`config.mk`:
```
export PLATFORM = sky130hd
export DESIGN_NAME = adder_sixteen_bit_flat
export DESIGN_NICKNAME = d
export VERILOG_FILES = /design/src/rtl/adder_sixteen_bit_pkg.sv /design/src/rtl/adder_sixteen_bit_if.sv /design/src/rtl/adder_sixteen_bit_four_bit.sv /design/src/rtl/adder_sixteen_bit.sv /design/src/flat_wrapper.sv
export SDC_FILE = /design/constraint.sdc
export NUM_CORES = 1
export LEC_CHECK = 0
export ABC_AREA = 1
export BUFFER_PORTS_ARGS = -buffer_cell sky130_fd_sc_hd__buf_2
export CORE_MARGIN = 4
export CORE_UTILIZATION = 47
export DETAILED_ROUTE_END_ITERATION = 10
export PLACE_DENSITY = 0.8
export SLEW_MARGIN = 20
export SYNTH_ARGS = -nofsm -noshare
export SYNTH_HDL_FRONTEND = slang
export SYNTH_SLANG_ARGS = --single-unit
```
`constraint.sdc`:
```
create_clock -name clk -period 10.5 [get_ports clk]
set_input_delay 0.525 -clock clk [delete_from_list [all_inputs] [get_ports clk]]
set_output_delay 0.525 -clock clk [all_outputs]
set_load 0.01 [all_outputs]
```
`src/rtl/adder_sixteen_bit_pkg.sv`:
```
// Shared sizing constants for the registered ripple-carry adder.
package adder_sixteen_bit_pkg;

  // Default operand/sum width used in the 8x8 multiplier datapath.
  localparam int ADDER_WIDTH = 16;

  // Bits per ripple slice; the slice module is hard-wired to this size.
  localparam int SLICE = 4;

  // Number of 4-bit slices needed to cover a given operand width.
  function automatic int num_slices(input int width);
    return width / SLICE;
  endfunction

endpackage : adder_sixteen_bit_pkg

```
`src/rtl/adder_sixteen_bit_if.sv`:
```
// Operand/result bundle for the registered adder.
//
// Handshake: in_valid qualifies dataa/datab for the single cycle in which it
// is high; there is no ready/backpressure, so every cycle with in_valid=1 at
// a rising edge (and reset=0) is accepted. out_valid pulses for exactly one
// cycle on the following edge, and sum/cout are valid while it is high.
interface adder_sixteen_bit_if
  import adder_sixteen_bit_pkg::*;
#(
  parameter int WIDTH = ADDER_WIDTH
) ();

  logic             in_valid;
  logic [WIDTH-1:0] dataa;
  logic [WIDTH-1:0] datab;
  logic [WIDTH-1:0] sum;
  logic             cout;
  logic             out_valid;

  // Producer of operands, consumer of results.
  modport master (
    output in_valid, dataa, datab,
    input  sum, cout, out_valid
  );

  // The adder itself.
  modport slave (
    input  in_valid, dataa, datab,
    output sum, cout, out_valid
  );

endinterface : adder_sixteen_bit_if

```
`src/rtl/adder_sixteen_bit_four_bit.sv`:
```
// Combinational 4-bit ripple-carry adder slice.
module adder_four_bit (
  input  logic [3:0] a,
  input  logic [3:0] b,
  input  logic       cin,
  output logic [3:0] s,
  output logic       co
);

  // Internal carries kept as separate nets so the ripple stays a clean chain.
  logic c1;
  logic c2;
  logic c3;

  // Bit 0
  assign s[0] = a[0] ^ b[0] ^ cin;
  assign c1   = (a[0] & b[0]) | (a[0] & cin) | (b[0] & cin);

  // Bit 1
  assign s[1] = a[1] ^ b[1] ^ c1;
  assign c2   = (a[1] & b[1]) | (a[1] & c1) | (b[1] & c1);

  // Bit 2
  assign s[2] = a[2] ^ b[2] ^ c2;
  assign c3   = (a[2] & b[2]) | (a[2] & c2) | (b[2] & c2);

  // Bit 3 and slice carry-out
  assign s[3] = a[3] ^ b[3] ^ c3;
  assign co   = (a[3] & b[3]) | (a[3] & c3) | (b[3] & c3);

endmodule : adder_four_bit

```
`src/rtl/adder_sixteen_bit.sv`:
```
// Registered unsigned adder: ripple chain of 4-bit slices feeding
// sum/cout/out_valid registers with one cycle of latency.
module adder_sixteen_bit
  import adder_sixteen_bit_pkg::*;
#(
  parameter int WIDTH = ADDER_WIDTH
) (
  input  logic                 clk,
  input  logic                 reset,
  adder_sixteen_bit_if.slave   bus
);

  localparam int NSLICE = num_slices(WIDTH);

  logic [WIDTH-1:0] sum_c;
  logic             cout_c;

  logic [WIDTH-1:0] sum_q;
  logic [WIDTH-1:0] sum_d;
  logic             cout_q;
  logic             cout_d;
  logic             valid_q;
  logic             valid_d;

  // Ripple chain: each slice owns its carry nets; slice 0 has no carry-in.
  for (genvar k = 0; k < NSLICE; k++) begin : g_slice
    logic ci;
    logic co;

    if (k == 0) begin : g_lsb
      assign ci = 1'b0;
    end else begin : g_upper
      assign ci = g_slice[k-1].co;
    end

    adder_four_bit u_slice (
      .a   (bus.dataa[SLICE*k +: SLICE]),
      .b   (bus.datab[SLICE*k +: SLICE]),
      .cin (ci),
      .s   (sum_c[SLICE*k +: SLICE]),
      .co  (co)
    );
  end : g_slice

  // The last slice's carry is bit WIDTH of the full-precision sum.
  assign cout_c = g_slice[NSLICE-1].co;

  // Next-state: capture on in_valid, otherwise hold result and drop valid.
  always_comb begin
    sum_d   = sum_q;
    cout_d  = cout_q;
    valid_d = 1'b0;
    if (bus.in_valid) begin
      sum_d   = sum_c;
      cout_d  = cout_c;
      valid_d = 1'b1;
    end
  end

  // Output registers; reset wins over a same-cycle operand, discarding it.
  always_ff @(posedge clk) begin
    if (reset) begin
      sum_q   <= '0;
      cout_q  <= 1'b0;
      valid_q <= 1'b0;
    end else begin
      sum_q   <= sum_d;
      cout_q  <= cout_d;
      valid_q <= valid_d;
    end
  end

  assign bus.sum       = sum_q;
  assign bus.cout      = cout_q;
  assign bus.out_valid = valid_q;

endmodule : adder_sixteen_bit

```
`src/flat_wrapper.sv`:
```
// flat-port wrapper written by rule: the top's interface ports become plain ports
module adder_sixteen_bit_flat import adder_sixteen_bit_pkg::*;
#(
  parameter int WIDTH = ADDER_WIDTH
)
  (clk, reset, bus_in_valid, bus_dataa, bus_datab, bus_sum, bus_cout, bus_out_valid);
  adder_sixteen_bit_if #(.WIDTH(WIDTH)) bus_i ();
  input  logic clk;
  input  logic reset;
  input wire logic [$bits(bus_i.in_valid)-1:0] bus_in_valid;
  input wire logic [$bits(bus_i.dataa)-1:0] bus_dataa;
  input wire logic [$bits(bus_i.datab)-1:0] bus_datab;
  output wire logic [$bits(bus_i.sum)-1:0] bus_sum;
  output wire logic [$bits(bus_i.cout)-1:0] bus_cout;
  output wire logic [$bits(bus_i.out_valid)-1:0] bus_out_valid;
  assign bus_i.in_valid = bus_in_valid;
  assign bus_i.dataa = bus_dataa;
  assign bus_i.datab = bus_datab;
  assign bus_sum = bus_i.sum;
  assign bus_cout = bus_i.cout;
  assign bus_out_valid = bus_i.out_valid;
  adder_sixteen_bit #(.WIDTH(WIDTH)) u_core (.clk(clk), .reset(reset), .bus(bus_i));
endmodule
```
# ---- Word-level counts from Yosys, hierarchy flattened
# Cells that the tools add are included.
dict set report word_totals {
  reg_bits 18
  inputBits 35
  output_inout_bits 18
  word_cells 111
}
dict set report classes {
  mux 1
  bitwise_logic 107
}
# operator count
set ops {}
lappend ops {{$and 1x1->1} 46}
lappend ops {{$xor 1x1->1} 31}
lappend ops {{$or 1x1->1} 30}
lappend ops {{$mux 1} 1}

# ---- Depth between registers and ports, before layout
dict set report depth {
  ltp_word 46
  depth_mapped 20
  ltp_nobuf 20
}

# ---- Hierarchy
# A second synthesis with hierarchy kept.
dict set report hier_totals {
  hier_cells 168
  hier_area_um2 1222.4
}
# module n_inst cells_per_inst area_each_um2 seq_area_each_um2
set by_module_without_submodules {}
lappend by_module_without_submodules {adder_sixteen_bit 1 112 752.0 360.3}
lappend by_module_without_submodules {adder_four_bit 4 14 117.6 0.0}

# ---- Worst setup path before layout
# OpenSTA, ideal clock, no wires.
dict set report synth_timing {
  path_kind {input to register}
  startpoint {in bus_datab[0]}
  endpoint {reg u_core.sum_q[15] (netlist: u_core.bus.sum[15])}
  setup_ns 0.064
  arrival_time_ns 6.626
  required_time_ns 10.436
  setup_slack_ns 3.810
  path_stages 20
  n_path_buf 0
  cell_sequence {ha_1 -> fa_1 -> fa_1 -> fa_1 -> fa_1 -> fa_1 -> fa_1 -> fa_1 -> fa_1 -> fa_1 -> fa_1 -> fa_1 -> fa_1 -> fa_1 -> fa_1 -> inv_1 -> fa_1 -> nand2_1 -> inv_1 -> nor2_1}
}
dict set report synth_between {
  elab_chain_len 44
  elab_cells_between_ends 58
  classes_between {bitwise (58)}
}
# element line_no
set synth_lines {}
lappend synth_lines {{from (decl)} flat_wrapper.sv:12} ;# input wire logic [$bits(bus_i.datab)-1:0] bus_datab;
lappend synth_lines {{$and 1x1->1 (*)} adder_sixteen_bit_four_bit.sv:17} ;# assign c1 = (a[0] & b[0]) | (a[0] & cin) | (b[0] & cin);
lappend synth_lines {{$and 1x1->1} adder_sixteen_bit_four_bit.sv:21} ;# assign c2 = (a[1] & b[1]) | (a[1] & c1) | (b[1] & c1);
lappend synth_lines {{$or 1x1->1} adder_sixteen_bit_four_bit.sv:21}
lappend synth_lines {{$or 1x1->1 (*)} adder_sixteen_bit_four_bit.sv:21}
lappend synth_lines {{$and 1x1->1} adder_sixteen_bit_four_bit.sv:25} ;# assign c3 = (a[2] & b[2]) | (a[2] & c2) | (b[2] & c2);
lappend synth_lines {{$or 1x1->1} adder_sixteen_bit_four_bit.sv:25}
lappend synth_lines {{$or 1x1->1 (*)} adder_sixteen_bit_four_bit.sv:25}
lappend synth_lines {{$and 1x1->1} adder_sixteen_bit_four_bit.sv:29} ;# assign co = (a[3] & b[3]) | (a[3] & c3) | (b[3] & c3);
lappend synth_lines {{[28 not listed]} n/a}
lappend synth_lines {{$or 1x1->1 (*)} adder_sixteen_bit_four_bit.sv:17}
lappend synth_lines {{$and 1x1->1} adder_sixteen_bit_four_bit.sv:21}
lappend synth_lines {{$or 1x1->1} adder_sixteen_bit_four_bit.sv:21}
lappend synth_lines {{$or 1x1->1 (*)} adder_sixteen_bit_four_bit.sv:21}
lappend synth_lines {{$and 1x1->1} adder_sixteen_bit_four_bit.sv:25}
lappend synth_lines {{$or 1x1->1} adder_sixteen_bit_four_bit.sv:25}
lappend synth_lines {{$or 1x1->1 (*)} adder_sixteen_bit_four_bit.sv:25}
lappend synth_lines {{$xor 1x1->1 (*)} adder_sixteen_bit_four_bit.sv:28} ;# assign s[3] = a[3] ^ b[3] ^ c3;
lappend synth_lines {{to (signal assigned)} adder_sixteen_bit.sv:67} ;# sum_q <= sum_d;
lappend synth_lines {{to (decl)} adder_sixteen_bit.sv:18} ;# logic [WIDTH-1:0] sum_q;
# Mark *: on every way between the ends. The rest lies on a longest branch, timed or not.
# A chain may end at the register's enable or synchronous reset.

# ---- Final worst setup path
# Same ends and word-level chain as after synthesis.

==> reports/qor.yml <==
seq_area_frac_synth_pct: 36.5
die_area_um2: 2890
place_congestion: 0.626
clk_pin_slew_ns: 0.10
max_slew_margin_pct: 75.6
worstSkewPairLatency_ns: 0.29
clock_path_buffers: 2
use_met2_pct: 26.4
layout.nets: 201
cp_max_fo: 1
cap_violations: 0
hold_path.class: "in -> reg"
synth_top_area_share_pct: 36.5
use_met3_pct: 4.99
fin_skew_ns: 0
yosys.area.top_type: "dfxtp_1"
ant_nets: 0
utilization_pct: 64.3
whs_ns: 0.400
postCtsSetupRepairBufs: 0
drt_iter0_drc: 16
hold_depth: 2
io-pin-count: 53
rows: 16
ys.warnings.count: 0
core-area_um2: 1980
vias: 804
grt_max_degree: 21
cts-root-buf: "clkbuf_4"
ir_drop_mv: 0.0795
overflow: 0
cts_hold_buf: 0
reg2reg_slack_ns: 9.87
worst_r2r_endpoint: "u_core.bus.sum[12]"
final_cell_mix: "buf_2 (52), nor2_1 (25), dfxtp_1 (18)"
cp_data_arrival_time_ns: 6.90
worst_pin_slew_ns: 0.366
fin_crit_sh_pct: 63.5
r2r_start: "u_core.bus.sum[12]"
reg2regPathDepth: 2
endpoint_kind: "register"
netlist_instances: 97
cts_sinks: 18
final_common_cell: "buf_2"
cp.required_ns: 10.73
fin_setup_tns_ns: 0
antenna_found_initial: 0
min_from: "reset"
cts_tree: "yes"
setup_viol: 0
area_delta_synth_final_pct: 29.3
p_leak_nw: 0.644
syn_nets: 148
via_per_inst: 4.57
ys_types: 14
cts_inserted_buffers: 3
rsz0062_at_grt: "no"
start_util_pct: 49.7
die_h_um: 53.8
path_class: "in -> reg"
power_density_nw_per_um2: 129
final_cells: 176
die_w_um: 53.8
cts_resized: 0
post-dp-hpwl_um: 1610
fmax_ghz: 0.150
hold_viol: 0
outcome: "finished, final reports clean"
wirelength_um: 2010
drv_slew: 0
diodes: 0
grt_pass1_wl_um: 3330
final_layout_size_suffix_gt1_share_pct: 45.0
port_buffers: 52
top_usage_layer: "met2"
syn-cell-area_um2: 986
drc: 0
syn_avg_cell_area_um2: 10.2
finalCriticalPeriod_ns: 6.67
met1_usage_pct: 19.4
ys_seq_elements: 18
wl_per_cell_um: 11.4
drt_first_pass_iters: 4
synth.area.top_cells: "dfxtp_1 (37%), fa_1 (30%), nor2_1 (9.5%)"
htreeDepth: 1
grt_pass1_vias: 799
power_mw: 0.165
globalRouteTotalUtil_pct: 15.5
dp_cells: 172
cp-start-kind: "primary input"
hold_path_end: "u_core.bus.out_valid"
-- layout make-up --
cell class / instances / area [um2]
Fill cell: 198 / 707
Sequential cell: 18 / 360
Inverter: 6 / 30.0
Clock buffer: 4 / 36.3
Tap cell: 27 / 33.8
Timing Repair Buffer: 52 / 260
Multi-Input combinational cell: 69 / 554
-- critical path, stage by stage --
cell     delay, ns
buf_2         0.10
ha_1          0.19
fa_1          0.38
fa_1          0.39
fa_1          0.39
fa_1          0.38
fa_1          0.39
fa_1          0.39
fa_1          0.39
fa_1          0.39
fa_1          0.39
fa_1          0.39
fa_1          0.40
fa_1          0.39
fa_1          0.38
fa_1          0.36
inv_1         0.09
fa_1          0.40
nand2_1       0.07
inv_1         0.04
nor2_1        0.08
-- routing by layer --
metal | wire (um) | up-vias | part of all wire (%)
met2 | 947 | 38 | 47
met5 | 0 | - | 0
li1 | - | 403 | -
met1 | 833 | 361 | 42
met3 | 213 | 2 | 11
met4 | 10 | 0 | 0.50
-- metrics by stage --
stage               setup slack, ns  instance area (um2)
finish                         3.83                 1270
global route                   3.58                 1270
CTS                            3.82                 1270
detailed placement             3.49                 1240
global placement               3.55                 1240
floorplan                      3.81                  986
-- synthesized netlist by cell type (all sizes together) --
master  instances
ha              1
inv             6
nand2           3
dfxtp          18
o21ai          16
buf             4
fa             15
nor2           34
-- registers in the layout (all words and copies together), names as in the netlist --
name and flops:
u_core.bus.sum 16, u_core.bus.cout 1, u_core.bus.out_valid 1
-- how the worst max path moves through the flow --
stage	start	end	slack [ns]	depth (start not counted)
final	bus_datab[0]	u_core.bus.sum[15]	3.83	21
after global routing	bus_datab[0]	u_core.bus.sum[15]	3.58	21
after CTS	bus_datab[0]	u_core.bus.sum[15]	3.82	21
after detailed placement	bus_datab[0]	u_core.bus.sum[15]	3.49	21
after global placement	bus_datab[0]	u_core.bus.sum[15]	3.55	21
after floorplan	bus_datab[0]	u_core.bus.sum[15]	3.81	20
-- power by group --
group | switching (mW) | total [mW] | internal, mW | leakage (nW)
Sequential | 0.00286 | 0.0776 | 0.0748 | 0.150
Combinational | 0.0239 | 0.0452 | 0.0213 | 0.474
Clock | 0.0210 | 0.0421 | 0.0211 | 0.0210
-- kinds of logic after synthesis --
kind of cell | share of synthesized area (%)
simple gates | 16.4
flops | 36.5
compound gates | 8.12
fa+ha+maj | 31.7
buf+inv | 7.23
Power figures use the tool's default switching activity.
